[src/rtl/panel_loader.sv]
// Front-panel loader: deposits an image into a PDP-8 through the panel switches and
// the Load PC / Deposit buttons, starts the program, then waits for the CPU to halt.
module panel_loader #(
  parameter int HOLD = 10
) (
  input  logic        clk,
  input  logic        btnCpuReset,
  input  logic        start,
  input  logic [12:0] word_count,
  input  logic [11:0] start_pc,
  output logic        img_req,
  output logic [11:0] img_addr,
  input  logic        img_valid,
  input  logic [11:0] img_data,
  output logic [12:0] sw,
  output logic        load_pc,
  output logic        deposit,
  input  logic        run_led,
  output logic        busy,
  output logic        done
);

  localparam logic [7:0]  HOLD_M1   = 8'(HOLD - 1);
  localparam logic [12:0] MAX_WORDS = 13'd4096;

  typedef enum logic [3:0] {
    IDLE,
    PC0_SET,
    PC0_HI,
    PC0_LO,
    FETCH,
    DEP_SET,
    DEP_HI,
    DEP_LO,
    PC_SET,
    PC_HI,
    PC_LO,
    RUN,
    WAIT_HALT,
    DONE
  } state_t;

  state_t      state;
  logic [7:0]  cnt;
  logic        run_q;
  logic [12:0] count_q;
  logic [11:0] pc_q;
  logic        hold_end;
  logic        last_word;

  assign hold_end  = (cnt == 8'd0);
  // img_addr doubles as the index of the word being deposited
  assign last_word = ({1'b0, img_addr} == (count_q - 13'd1));

  // Job parameters are plain data captured at start acceptance
  always_ff @(posedge clk) begin
    if (state == IDLE && start) begin
      count_q <= (word_count > MAX_WORDS) ? MAX_WORDS : word_count;
      pc_q    <= start_pc;
    end
  end

  always_ff @(posedge clk or negedge btnCpuReset) begin
    if (!btnCpuReset) begin
      state    <= IDLE;
      sw       <= '0;
      load_pc  <= 1'b0;
      deposit  <= 1'b0;
      img_req  <= 1'b0;
      img_addr <= '0;
      busy     <= 1'b0;
      done     <= 1'b0;
      cnt      <= '0;
      run_q    <= 1'b0;
    end else begin
      done <= 1'b0;
      if (cnt != 8'd0) cnt <= cnt - 8'd1;

      case (state)
        IDLE: begin
          if (start) begin
            state     <= PC0_SET;
            cnt       <= HOLD_M1;
            sw[11:0]  <= '0;
            img_addr  <= '0;
            busy      <= 1'b1;
          end
        end

        PC0_SET: begin
          if (hold_end) begin
            state   <= PC0_HI;
            cnt     <= HOLD_M1;
            load_pc <= 1'b1;
          end
        end

        PC0_HI: begin
          if (hold_end) begin
            state   <= PC0_LO;
            cnt     <= HOLD_M1;
            load_pc <= 1'b0;
          end
        end

        PC0_LO: begin
          if (hold_end) begin
            cnt <= HOLD_M1;
            if (count_q == 13'd0) begin
              state    <= PC_SET;
              sw[11:0] <= pc_q;
            end else begin
              state   <= FETCH;
              img_req <= 1'b1;
            end
          end
        end

        // Request stays up with a stable address until the source answers
        FETCH: begin
          if (img_valid) begin
            state    <= DEP_SET;
            cnt      <= HOLD_M1;
            img_req  <= 1'b0;
            sw[11:0] <= img_data;
          end
        end

        DEP_SET: begin
          if (hold_end) begin
            state   <= DEP_HI;
            cnt     <= HOLD_M1;
            deposit <= 1'b1;
          end
        end

        DEP_HI: begin
          if (hold_end) begin
            state   <= DEP_LO;
            cnt     <= HOLD_M1;
            deposit <= 1'b0;
          end
        end

        // 12-bit address wraps naturally after the 4096th word
        DEP_LO: begin
          if (hold_end) begin
            cnt      <= HOLD_M1;
            img_addr <= img_addr + 12'd1;
            if (last_word) begin
              state    <= PC_SET;
              sw[11:0] <= pc_q;
            end else begin
              state   <= FETCH;
              img_req <= 1'b1;
            end
          end
        end

        PC_SET: begin
          if (hold_end) begin
            state   <= PC_HI;
            cnt     <= HOLD_M1;
            load_pc <= 1'b1;
          end
        end

        PC_HI: begin
          if (hold_end) begin
            state   <= PC_LO;
            cnt     <= HOLD_M1;
            load_pc <= 1'b0;
          end
        end

        PC_LO: begin
          if (hold_end) begin
            state  <= RUN;
            cnt    <= HOLD_M1;
            sw[12] <= 1'b1;
          end
        end

        // Clearing the sample on entry means a LED already low never reads as a halt
        RUN: begin
          if (hold_end) begin
            state <= WAIT_HALT;
            run_q <= 1'b0;
          end
        end

        WAIT_HALT: begin
          run_q <= run_led;
          if (run_q && !run_led) begin
            state  <= DONE;
            done   <= 1'b1;
            sw[12] <= 1'b0;
          end
        end

        DONE: begin
          state <= IDLE;
          busy  <= 1'b0;
        end

        default: state <= IDLE;
      endcase
    end
  end

endmodule

[config.mk]
export PLATFORM = sky130hd
export DESIGN_NAME = panel_loader
export DESIGN_NICKNAME = d
export VERILOG_FILES = /design/src/rtl/panel_loader.sv
export SDC_FILE = /design/constraint.sdc
export NUM_CORES = 1
export LEC_CHECK = 0
export CAP_MARGIN = 20
export CORE_MARGIN = 1.5
export CORE_UTILIZATION = 40
export CTS_BUF_LIST = sky130_fd_sc_hd__clkbuf_8
export DETAILED_ROUTE_END_ITERATION = 12
export GPL_ROUTABILITY_DRIVEN = 0
export GPL_TIMING_DRIVEN = 0
export PLACE_DENSITY = 0.75
export SYNTH_ARGS = -nofsm -noshare
export SYNTH_HDL_FRONTEND = slang
export SYNTH_SLANG_ARGS = --single-unit
[constraint.sdc]
create_clock -name clk -period 3 [get_ports clk]
set_input_delay 0.3 -clock clk [delete_from_list [all_inputs] [get_ports clk]]
set_output_delay 0.3 -clock clk [all_outputs]
set_load 0.02 [all_outputs]
==> metrics, run 1 <==
placed cells=508; total gr overflow=0; pin count of the biggest net entering global routing=35; synthesized flop and latch total=68; port bufs=71; Combinational Power Share=37.2%; Worst Hold Class=primary input to async pin; asr flop ratio synth=63.2%; final hold vios=0; worst path required time=3.24 ns; Post-synth EDFFs=25; commonest cells after routing, fill and taps aside=clkdlybuf4s50_1, dfrtp_1, nor2_1; die height=98.0 um; Post-Syn Area per Cell=11.0 um2; Post-DP HPWL=5740 um; Sink Count=68; number of max-cap violations=0; clk buf depth=2; Seq pwr share=40.2%; Top Metal Used=met4; initial antenna violation count=0; Pwr Density=737 mW/mm2; final setup fails=0; relative slew slack=45.8%; WL met1=3610 um; Yosys cell types=59; Post-Syn Area=0.00361 mm2; number of fillers in the final layout=736; peak supply drop=0.373 mV; net switching power=1.26 mW; skew final=0.00662 ns; Fmax achieved=349 MHz; WS Path Type=register to register; Final Cycle Share=95.6%; Ant. Diodes=0; drt first pass iters=4; slew at the pin with the worst max-slew slack=0.813 ns; final hold slack=0.403 ns; IO Pins=72; clock network power share=22.7%; leakage power=1.87 nW; first-pass GRT wire length=12700 um; WL per Instance=15.0 um; total power=3.47 mW; Yosys Warn Count=0; Post-Syn Instances=328; CP max FO=10; setup bufs post-CTS=0; net count after synthesis=375; clock period minus worst slack=2.87 ns; CTS tree=done; clock latency on the worst-skew pair=0.35 ns; GRT Util Overall=16.8%; CTS Buf Count=9; num rows=34; drt total wl=7880 um; crit path DAT=3.11 ns; chip width=98.0 um; Worst setup EP type=register; layout cells sized above 1=11.5%; status=finished clean; CTS clk-pin slew, worst paths=0.08 ns; DR WL met2=3860 um; vias in the first global route=2728; CTS H-tree lvls=3; Vias=2755; Net count, final=459; DRC=0; metal3 WL=313 um; max-slew violation count=0; non-filler cells, final=525; CP startpoint kind=register; full die area=0.00961 mm2; vias per inst=5.25; ANT nets after route=0; initial core utilization=41.4%; core area=0.00872 mm2; drt first-iter violations=95; switching part of the total=36.3%; CTS Root Cell=clkbuf_8; internal power=2.21 mW; Primary FF master, synth=dfrtp_1; synth-to-layout area growth=30.4%; Seq/Total Area, Yosys=50.6%; most common cell after layout, fill and taps aside=clkdlybuf4s50_1
[flip-flops by register name, indices dropped and copies added, names as in the netlist]
register / flops
pc_q: 12
img_req: 1
img_addr: 12
run_q: 1
count_q: 13
state: 4
deposit: 1
cnt: 8
load_pc: 1
sw: 13
busy: 1
done: 1
[cell families (layout without fill, tap and decap cells)]
kind of cell | Yosys count | in the layout | share of synthesized area, %
AO/OA/AOI/OAI | 59 | 59 | 12.4
XOR/XNOR | 29 | 29 | 7.03
adder cells (fa/ha/maj) | 5 | 5 | 1.73
buffers and inverters | 28 | 117 | 3.78
flip-flops | 68 | 68 | 50.6
multiplexers | 17 | 17 | 6.24
AND/OR/NAND/NOR | 122 | 122 | 18.2
[path summary, 6_finish.rpt]
kind,slack (ns),cells past startpoint,endpoint,start
min,0.40,2,cnt[4],btnCpuReset
min in group clk,0.50,1,pc_q[8],start_pc[8]
max reg2reg,0.13,10,sw[4],count_q[0]
max in group asynchronous,2.11,3,img_addr[6],btnCpuReset
max,0.13,10,sw[4],count_q[0]
min reg2reg,0.51,1,sw[0],sw[0]
[per-layer routing]
metal	up-vias	track usage, %
met3	9	3.58
met4	0	6.04
met2	68	27.3
met5	-	0
li1	1351	-
met1	1327	22.1
[synth_stat cells, types with 2 or more instances]
library cell  count  area [um2]
ha_1              5        62.6
a31oi_1           3        18.8
xor2_1           20         175
dfrtp_1          43        1080
mux2_2            2        22.5
a21oi_1           9        45.0
nor3_1            7        35.0
or2_2             2        12.5
clkbuf_1         14        52.6
xnor2_1           9        78.8
nand4_1           5        31.3
mux2_4           10         150
mux2i_1           3        30.0
a21o_1            4        30.0
o21ai_1           2        10.0
nand2b_1          4        25.0
inv_1            10        37.5
edfxtp_1         25         751
o21ai_0           9        45.0
buf_6             2        22.5
nor3b_1           2        15.0
a22o_1           12         105
a211oi_1          3        22.5
o31ai_1           2        15.0
o22ai_1           2        12.5
and4_1            2        17.5
nand3b_1          4        30.0
mux2_1            2        22.5
nor2_1           38         143
nand2_1          23        86.3
and3_1            5        31.3
nand3_1           5        25.0
nor2b_1          14        87.6
[worst max-delay path: stages, from the launching register on]
cell,delay (ns)
edfxtp_1,0.48
inv_1,0.09
ha_1,0.26
nor4b_4,0.26
and3_1,0.22
mux2_2,0.33
o21ai_1,0.17
o2111ai_2,0.20
o2bb2ai_4,0.24
buf_12,0.18
mux2_4,0.31
[timing repair]
item | CTS | global route
hold buffers | 1 | 0
hold endpoints to repair | 15 | 0
gates cloned | 0 | 0
endpoints found under the setup margin | 4 | 10
resized for setup | 1 | 2
[through the flow]
stage          setup TNS, ns  cell area [um2]  utilization, %  worst slack (ns)
2_1_floorplan              0             3610               -             0.372
3_3_place_gp               0             4460            51.1           0.00715
3_5_place_dp               0             4470            51.3           0.00493
4_1_cts                    0             4690            53.8            0.0533
5_1_grt               -0.235             4710            54.0           -0.0332
6_report                   0             4710            54.0             0.132
[cell type report]
| cell class | count | area, um2 | share of cell area (%) |
|---|---|---|---|
| multi-input cells | 232 | 1670 | 35.4 |
| flip-flops and latches | 68 | 1830 | 38.8 |
| repair buffers | 73 | 736 | 15.6 |
| well taps | 108 | 135 | 2.87 |
| clock buffers | 9 | 124 | 2.63 |
| clock inverters | 7 | 80.1 | 1.70 |
| inverters | 11 | 41.3 | 0.877 |
| plain buffers | 17 | 96.3 | 2.05 |
[power groups by stage]
stage	Combinational, mW	Clock, mW	Sequential [mW]
after floorplan	0.845	0	1.44
after global placement	1.24	0	1.40
after detailed placement	1.28	0	1.41
after CTS	1.29	0.810	1.39
after global routing	1.42	0.839	1.43
final	1.29	0.787	1.39
Note: power is estimated with default switching activity, not from simulation.
==> inputs of run 2 (changes only) <==
--- a/config.mk
+++ b/config.mk
@@ -10,9 +10,11 @@
 export CORE_UTILIZATION = 40
 export CTS_BUF_LIST = sky130_fd_sc_hd__clkbuf_8
 export DETAILED_ROUTE_END_ITERATION = 12
+export DONT_BUFFER_PORTS = 1
 export GPL_ROUTABILITY_DRIVEN = 0
 export GPL_TIMING_DRIVEN = 0
-export PLACE_DENSITY = 0.75
+export PLACE_DENSITY = 0.64
+export SLEW_MARGIN = 20
 export SYNTH_ARGS = -nofsm -noshare
 export SYNTH_HDL_FRONTEND = slang
 export SYNTH_SLANG_ARGS = --single-unit
==> constraint.sdc (replaced) <==
create_clock -name clk -period 3 [get_ports clk]
set_input_delay 0.3 -clock clk [delete_from_list [all_inputs] [get_ports clk]]
set_output_delay 0.3 -clock clk [all_outputs]
set_load 0.01 [all_outputs]
==> run 2 against run 1 <==
  * Critical path depth shrank 1
  * Final cell count shrank 13%
  * Utilization shrank 7.4 points
  * Worst setup slack gained 0.034 ns
  * Register-to-register slack gained 0.03 ns
  * Routed wire length shrank 3.6%
  * First-iteration DRC count grew 81%
  * Sequential share of layout area grew 6.2 points
  * Global-route usage grew 0.051 points
  * Via count shrank 8.1%
  * Maximum frequency grew 1.2%
  * Combinational power shrank 16%
  * Largest power group unchanged
==> metrics, run 2 (same netlist as run 1, synthesis figures left out) <==
clock period minus worst slack=2.83 ns; final core area utilization=46.6%; CTS clk-pin slew, worst paths=0.09 ns; IO Pins=72; Net count, final=391; CP startpoint kind=register; full die area=0.00961 mm2; layout cells sized above 1=14.3%; final setup fails=0; crit path DAT=3.06 ns; peak supply drop=0.391 mV; CTS Root Cell=clkbuf_8; num rows=34; skew final=0.0146 ns; pin count of the biggest net entering global routing=44; leakage power=1.64 nW; Fmax achieved=353 MHz; Final Cycle Share=94.5%; clock network power share=25.0%; Seq pwr share=42.5%; FF-to-FF path depth=9; initial antenna violation count=0; drt first-iter violations=172; first-pass GRT wire length=12800 um; met3 Resource Use GR=5.08%; drt total wl=7590 um; vias in the first global route=2551; synth-to-layout area growth=12.5%; Worst Setup SP=count_q[0]; slew at the pin with the worst max-slew slack=0.481 ns; commonest cells after routing, fill and taps aside=dfrtp_1, nor2_1, edfxtp_1; Worst Hold Class=primary input to register; Combinational Power Share=32.4%; met1 usage=21.1%; WL per Instance=16.6 um; CTS H-tree lvls=3; clock latency on the worst-skew pair=0.35 ns; Sink Count=68; Vias=2533; Worst setup EP type=register; chip width=98.0 um; Global Route met2 Usage=26.7%; status=finished clean; ANT nets after route=0; relative slew slack=67.9%; Post-DP HPWL=5510 um; Crit Reg-Reg Endpoint=sw[3]; die height=98.0 um; Pwr Density=828 mW/mm2; internal power=2.18 mW; final hold vios=0; initial core utilization=41.4%; core area=0.00872 mm2; FF-to-FF Start=count_q[0]; CP max FO=10; switching part of the total=35.2%; WS Path Type=register to register; max-slew violation count=0; clk buf depth=2; Ant. Diodes=0; number of max-cap violations=0; CTS Buf Count=9; total gr overflow=0; reg2reg setup slack=0.17 ns; net switching power=1.18 mW; CTS tree=done; total power=3.36 mW; most common cell after layout, fill and taps aside=dfrtp_1; port bufs=0; vias per inst=5.54; GRT Util Overall=16.8%; crit path to=sw[3]; DRC=0; biggest regs=count_q x13, sw x13; worst path required time=3.23 ns; GR peak layer=met2; drt first pass iters=4
==> run 2: changes by cell type in the layout (fill, tap and decap cells not counted) <==
cell	previous run	this run
clkdlybuf4s50_1	70	0
inv_6	4	1
buf_16	0	2
buf_4	0	2
clkinv_4	0	2
buf_12	2	1
buf_2	1	0
bufinv_16	1	2
clkinv_2	0	1
clkinvlp_4	2	1
nor4b_2	1	2
nor4b_4	1	0
==> run 2: final cells by class <==
type | instances | area [um2]
plain buffers | 17 | 96.3
clock buffers | 9 | 124
clock inverters | 7 | 98.8
fillers | 769 | 4660
inverters | 11 | 41.3
multi-input cells | 232 | 1660
flip-flops and latches | 68 | 1830
well taps | 108 | 135
repair buffers | 5 | 80.1
==> run 2: what timing repair did <==
action	CTS	global route
endpoints found under the setup margin	4	10
buffers inserted	0	2
endpoints found under the hold margin	43	0
hold buffers	2	0
gates resized for setup	1	1
pin swaps	0	1
==> run 2: worst max-delay path, cell delays in order, from the launching register on <==
cell       delay [ns]
edfxtp_1         0.44
buf_4            0.17
nor4_4           0.34
nand3_2          0.16
or3b_1           0.41
a31oi_1          0.23
o2111ai_2        0.25
o2bb2ai_4        0.24
buf_12           0.17
mux2_4           0.30
==> run 2: through the flow <==
stage / instances / hold WS [ns] / TNS (ns) / setup WS [ns] / instance area (um2)
3_3_place_gp: 436 / 0.00584 / 0 / 0.111 / 3750
4_1_cts: 455 / 0.0283 / 0 / 0.0590 / 4040
3_5_place_dp: 437 / 0.00568 / 0 / 0.0217 / 3770
6_report: 457 / 0.0414 / 0 / 0.166 / 4060
5_1_grt: 457 / 0.0197 / -0.00326 / -0.00326 / 4060
2_1_floorplan: 328 / 0.00441 / 0 / 0.372 / 3610
==> run 2: how the worst min path moves through the flow <==
stage | startpoint | end | cells after the start
floorplan | btnCpuReset | busy | 0
global placement | btnCpuReset | cnt[4] | 0
detailed placement | btnCpuReset | cnt[5] | 0
CTS | start_pc[7] | pc_q[7] | 0
global route | start_pc[0] | pc_q[0] | 0
finish | start_pc[0] | pc_q[0] | 0
==> run 2: power groups by stage <==
stage | sequential (mW) | combinational, mW | clock [mW]
final | 1.43 | 1.09 | 0.842
after CTS | 1.43 | 1.08 | 0.864
after detailed placement | 1.45 | 1.06 | 0
after floorplan | 1.39 | 0.845 | 0
after global placement | 1.45 | 0.990 | 0
after global routing | 1.46 | 1.22 | 0.896
==> run 2: routing by layer <==
metal	vias to the layer above	wire length (um)
met5	-	0
met4	0	177
met2	80	3610
met3	13	539
li1	1201	-
met1	1239	3260
